--- src/rtl/fetch_seq_ctrl.sv ---
// fetch_seq_ctrl: next-PC source select, PC write gating and bundle qualify.
// Optional jump-wait timeout is built when FETCH_JWAIT_TIMEOUT_EN is defined.
module fetch_seq_ctrl #(
   parameter int RECOV_CYCLES = 2,
   parameter int JWAIT_MAX    = 15
) (
   input  logic        clk,
   input  logic        rst_n,
   input  logic        stall_fetch,
   input  logic        has_mispredict,
   input  logic [1:0]  pred_to_pcsel,
   input  logic        pcsel_from_bhndlr,
   input  logic        jump_for_pcsel,
   input  logic        stall_for_jump,
   input  logic        jump_base_rdy,
   output logic [2:0]  pc_sel,
   output logic        pc_we,
   output logic        fetch_vld,
   output logic        flush_dec,
   output logic [2:0]  fsm_state,
   output logic [15:0] redirect_cnt,
   output logic        jwait_timeout
);

   localparam logic [2:0] SEL_REC    = 3'd0;
   localparam logic [2:0] SEL_BR0    = 3'd1;
   localparam logic [2:0] SEL_BR1    = 3'd2;
   localparam logic [2:0] SEL_JUMP   = 3'd3;
   localparam logic [2:0] SEL_PLUS4  = 3'd4;
   localparam logic [2:0] SEL_BHNDLR = 3'd5;
   localparam logic [2:0] SEL_HOLD   = 3'd6;

   localparam logic [2:0] RCNT_INIT = 3'(RECOV_CYCLES);

   typedef enum logic [2:0] {
      ST_BOOT  = 3'd0,
      ST_RUN   = 3'd1,
      ST_JWAIT = 3'd2,
      ST_RECOV = 3'd3
   } state_t;

   state_t     state;
   state_t     state_nxt;
   logic [2:0] rcnt;
   logic [2:0] rcnt_nxt;
   logic       jump_go;
   logic       to_hit;
   logic       redir;

   generate
      if (RECOV_CYCLES < 1 || RECOV_CYCLES > 7) begin : g_bad_recov
         $error("RECOV_CYCLES out of range 1..7");
      end
      if (JWAIT_MAX < 1 || JWAIT_MAX > 255) begin : g_bad_jwait
         $error("JWAIT_MAX out of range 1..255");
      end
   endgenerate

   // Register jump completes only when the base is here and fetch can move.
   assign jump_go = jump_base_rdy && !stall_fetch;
   assign redir   = (pc_sel != SEL_PLUS4) && (pc_sel != SEL_HOLD);
   assign fsm_state = state;

`ifdef FETCH_JWAIT_TIMEOUT_EN
   localparam logic [7:0] WCNT_MAX = 8'(JWAIT_MAX);

   logic [7:0] wcnt;
   logic       timeout_q;

   assign to_hit        = !jump_base_rdy && (wcnt >= WCNT_MAX);
   assign jwait_timeout = timeout_q;

   always_ff @(posedge clk) begin
      if (!rst_n) begin
         wcnt      <= '0;
         timeout_q <= 1'b0;
      end else begin
         if (state == ST_RUN && state_nxt == ST_JWAIT) begin
            wcnt <= '0;
         end else if (state == ST_JWAIT && !pc_we && wcnt != 8'hFF) begin
            wcnt <= wcnt + 8'd1;
         end
         // A PLUS4 load out of JWAIT can only be the timeout release.
         if (state == ST_JWAIT && pc_we && pc_sel == SEL_PLUS4) begin
            timeout_q <= 1'b1;
         end
      end
   end
`else
   assign to_hit        = 1'b0;
   assign jwait_timeout = 1'b0;
`endif

   always_ff @(posedge clk) begin
      if (!rst_n) begin
         state        <= ST_BOOT;
         rcnt         <= '0;
         redirect_cnt <= '0;
      end else begin
         state <= state_nxt;
         rcnt  <= rcnt_nxt;
         if (pc_we && redir && redirect_cnt != 16'hFFFF) begin
            redirect_cnt <= redirect_cnt + 16'd1;
         end
      end
   end

   always_comb begin
      state_nxt = state;
      rcnt_nxt  = rcnt;
      unique case (state)
         ST_BOOT: begin
            state_nxt = ST_RUN;
         end
         ST_RUN: begin
            if (has_mispredict) begin
               state_nxt = ST_RECOV;
               rcnt_nxt  = RCNT_INIT;
            end else if (!stall_fetch && stall_for_jump) begin
               state_nxt = ST_JWAIT;
            end
         end
         ST_JWAIT: begin
            if (has_mispredict) begin
               state_nxt = ST_RECOV;
               rcnt_nxt  = RCNT_INIT;
            end else if (jump_go || to_hit) begin
               state_nxt = ST_RUN;
            end
         end
         ST_RECOV: begin
            if (has_mispredict) begin
               rcnt_nxt = RCNT_INIT;
            end else begin
               rcnt_nxt = rcnt - 3'd1;
               if (rcnt <= 3'd1) begin
                  state_nxt = ST_RUN;
               end
            end
         end
         default: begin
            state_nxt = ST_BOOT;
         end
      endcase
   end

   always_comb begin
      pc_sel    = SEL_HOLD;
      pc_we     = 1'b0;
      fetch_vld = 1'b0;
      flush_dec = 1'b0;
      if (rst_n) begin
         unique case (state)
            ST_RUN: begin
               if (has_mispredict) begin
                  pc_sel    = SEL_REC;
                  pc_we     = 1'b1;
                  flush_dec = 1'b1;
               end else if (stall_fetch) begin
                  pc_sel = SEL_HOLD;
               end else if (stall_for_jump) begin
                  fetch_vld = 1'b1;
               end else begin
                  pc_we     = 1'b1;
                  fetch_vld = 1'b1;
                  if (jump_for_pcsel) begin
                     pc_sel = SEL_JUMP;
                  end else if (pred_to_pcsel[0]) begin
                     pc_sel = SEL_BR0;
                  end else if (pred_to_pcsel[1]) begin
                     pc_sel = SEL_BR1;
                  end else if (pcsel_from_bhndlr) begin
                     pc_sel = SEL_BHNDLR;
                  end else begin
                     pc_sel = SEL_PLUS4;
                  end
               end
            end
            ST_JWAIT: begin
               if (has_mispredict) begin
                  pc_sel    = SEL_REC;
                  pc_we     = 1'b1;
                  flush_dec = 1'b1;
               end else if (jump_go) begin
                  pc_sel = SEL_JUMP;
                  pc_we  = 1'b1;
               end else if (to_hit) begin
                  pc_sel = SEL_PLUS4;
                  pc_we  = 1'b1;
               end
            end
            ST_RECOV: begin
               if (has_mispredict) begin
                  pc_sel    = SEL_REC;
                  pc_we     = 1'b1;
                  flush_dec = 1'b1;
               end
            end
            default: begin
               pc_sel = SEL_HOLD;
            end
         endcase
      end
   end

endmodule

--- config.mk ---
export PLATFORM = sky130hd
export DESIGN_NAME = fetch_seq_ctrl
export DESIGN_NICKNAME = d
export VERILOG_FILES = /design/src/rtl/fetch_seq_ctrl.sv
export SDC_FILE = /design/constraint.sdc
export NUM_CORES = 1
export LEC_CHECK = 0
export CAP_MARGIN = 20
export CORE_MARGIN = 4
export CORE_UTILIZATION = 44
export CTS_CLUSTER_DIAMETER = 150
export DETAILED_ROUTE_END_ITERATION = 10
export GPL_TIMING_DRIVEN = 0
export PLACE_DENSITY = 0.82
export SLEW_MARGIN = 0
export SYNTH_ARGS = -nofsm -noshare
export SYNTH_HDL_FRONTEND = slang
export SYNTH_SLANG_ARGS = --single-unit
--- constraint.sdc ---
create_clock -name clk -period 1.8 [get_ports clk]
set_input_delay 0.27 -clock clk [delete_from_list [all_inputs] [get_ports clk]]
set_output_delay 0.27 -clock clk [all_outputs]
set_load 0.005 [all_outputs]
==> run_results.csv <==
group,metric,value,unit
status,status,"finished, violations left",
status,violations,"negative setup slack",
detailed_routing,drt_pass1_iterations,5,
timing,layout_setup_ws,-0.2863,ns
setup_path,crit_fanout,6,
placed_design,dp_hpwl,2912,um
detailed_routing,via_count,1720,
placed_design,gp_congestion,0.8117,
global_route,antenna_found_initial,0,
clock_network,holdBufCountCts,0,
yosys,avgSynthCellArea,8.466,um^2
timing,finClkSkew,0.005529,ns
global_route,grt_use_total,0.2348,
yosys,ys_seq_area_frac,0.2904,
yosys,post_synth_num_cell_types,52,
yosys,synthArstFlopShare,0,
timing,setup_viol,20,
global_route,grt_overflow,0,
timing,worstMarginPinSlew,0.5603,ns
layout,num_antenna_cells,0,
die,initial_core_util,0.4665,
setup_path,worstSetupEndpointType,"flop",
yosys,syn-cell-area,1448,um^2
layout,final_area,2278,um^2
detailed_routing,drc,0,
setup_path,crit_type,"flop to flop",
placed_design,port_buffers,33,
die,dieArea,4272,um^2
setup_path,arrival,2.33,ns
run,maxCapViolations,0,
die,die_y,65.36,um
placed_design,dp_cells,249,
pwr,irDropWorstVdd,0.4044,mV
clock_network,htreeDepth,1,
clock_network,cts_buffer_depth,2,
yosys,yosys_warnings,0,
detailed_routing,wl,5506,um
yosys,synth_cells,171,
die,ioPinCount,36,
detailed_routing,wl_per_cell,19.95,um
yosys,yosysTopAreaCellShare,0.2904,
layout,layout-drive-gt1-share,0.3578,
yosys,ys.flop_type,"dfxtp_1",
die,core_area,3103,um^2
global_route,grt_start_max_net_pins,13,
timing,fmax,479.3,MHz
timing,period_share,1.159,
clock_network,clkSlewWorstSetupHoldPaths,0.13,ns
clock_network,cts_num_sinks,21,
yosys,synth_seq_cells,21,
global_route,grt_pass1_wl,7935,um
timing,period_needed,2.086,ns
clock_network,numCtsBuffers,3,
clock_network,clk_latency,0.31,ns
timing,drv_slew,0,
yosys,yosys-top-cells-count,"21 x dfxtp_1, 13 x nand2_1, 12 x a21oi_1, 12 x inv_1, 9 x nor2_1",
timing,finalHoldViolCount,0,
detailed_routing,avgViaCountPerCell,6.232,
pwr,p_leak,0.8102,nW
detailed_routing,ant_nets,0,
die,chipWidth,65.36,um
layout,fin_cells,276,
yosys,synth_area_leaders,"dfxtp_1 29%, ha_1 6.1%, mux2i_1 4.8%",
clock_network,cts-root-buf,"clkbuf_4",
layout,fin_nets,250,
yosys,synth_edf_count,0,
timing,relSlewSlack,0.6265,
yosys,yosysMostFrequentCell,"dfxtp_1",
worst_hold_path,hold_path.class,"flop to flop",
layout,nFillCells,228,
die,num_rows,20,
clock_network,tritoncts,"built",
detailed_routing,first_iter_violations,337,
setup_path,cp.required,2.04,ns
pwr,power_per_cell_area,644.6,nW/um^2
placed_design,placed_cell_area,1924,um^2
yosys,synth.largest_area_cell,"dfxtp_1",
setup_path,crit_path_start_kind,"flop",
timing,rsz0062_at_grt,"true",
global_route,first_global_vias,1611,
layout,syn2layout_area_growth,57.39,%
==> critical path, cell delays in order, from the launching register on <==
cell and delay [ns]:
dfxtp_4 0.40, ha_4 0.17, or3_4 0.34, o221ai_2 0.18, buf_4 0.18, a221oi_4 0.06, buf_6 0.18, or3b_1 0.38
a21oi_1 0.12
==> report_power, final <==
| group | switching [mW] | leakage, nW | internal (mW) |
|---|---|---|---|
| combinational | 0.375 | 0.619 | 0.330 |
| clock | 0.162 | 0.0177 | 0.0830 |
| sequential | 0.0291 | 0.174 | 0.490 |
| total | 0.566 | 0.810 | 0.903 |
==> final timing paths <==
path / start / end / slack (ns) / depth (start not counted)
worst max-delay path: fsm_state[1] / redirect_cnt[1] / -0.29 / 8
worst min-delay path: redirect_cnt[5] / redirect_cnt[5] / 0.51 / 2
worst max register to register: fsm_state[1] / redirect_cnt[1] / -0.29 / 8
worst min register to register: redirect_cnt[5] / redirect_cnt[5] / 0.51 / 2
==> cell families (layout without fill, tap and decap cells) <==
logic type / after synthesis / after routing / share of synthesized area
other: 1 / 2 / 0.002590
buffers and inverters: 21 / 80 / 0.07951
flip-flops: 21 / 21 / 0.2904
AND/OR/NAND/NOR: 71 / 71 / 0.2939
multiplexers: 7 / 7 / 0.04840
adder cells (fa/ha/maj): 7 / 7 / 0.06050
AO/OA/AOI/OAI: 43 / 44 / 0.2247
==> per-layer routing <==
metal / part of all wire / GRT usage
met5: 0 / 0
met1: 0.38 / 0.2818
met2: 0.50 / 0.4311
met3: 0.070 / 0.02393
met4: 0.047 / 0.08031
==> layout by cell type (no fill, tap or decap), drive strengths merged, types with 6 or more instances in the layout <==
cell,synthesis,layout
mux2i,7,7
buf,6,32
nand2b,7,7
nand2,13,13
or4,6,6
nor2,9,9
clkbuf,2,7
o31ai,6,6
ha,7,7
inv,12,12
clkdlybuf4s50,0,23
nand4,7,7
dfxtp,21,21
a21oi,13,13
==> registers in the layout (all words and copies together), names as in the netlist <==
signal        flops
redirect_cnt     16
rcnt              3
fsm_state         2
==> final cells by class <==
class                   count  area (um^2)  area share
well taps                  44        55.05     0.02416
repair buffers             55        474.2      0.2081
clock inverters             1        5.005    0.002197
plain buffers               9        77.57     0.03405
multi-input cells         131         1160      0.5091
clock buffers               3        22.52    0.009885
flip-flops and latches     21        434.2      0.1906
inverters                  12        50.05     0.02197
==> what timing repair did <==
action | 4_1_cts | 5_1_grt
hold endpoints to repair | 0 | 0
cloned | 4 | 0
setup buffers | 16 | 3
gates resized for setup | 48 | 25
endpoints found under the setup margin | 22 | 21
pin swaps | 20 | 8
==> stage by stage <==
step	total power [mW]	worst slack (ns)	util	setup TNS, ns	hold slack [ns]
6_report	1.469	-0.2863	0.7343	-4.078	0.5078
5_1_grt	1.524	-0.3775	0.7343	-5.406	0.5446
4_1_cts	1.353	-0.1748	0.7016	-2.222	0.5287
3_5_place_dp	0.9802	-0.5755	0.6202	-10.36	0.5112
3_3_place_gp	0.9646	-0.5057	0.6202	-8.670	0.4808
2_1_floorplan	0.8310	-0.03479	-	-0.1482	0.4251
(Power assumes the default switching activity.)
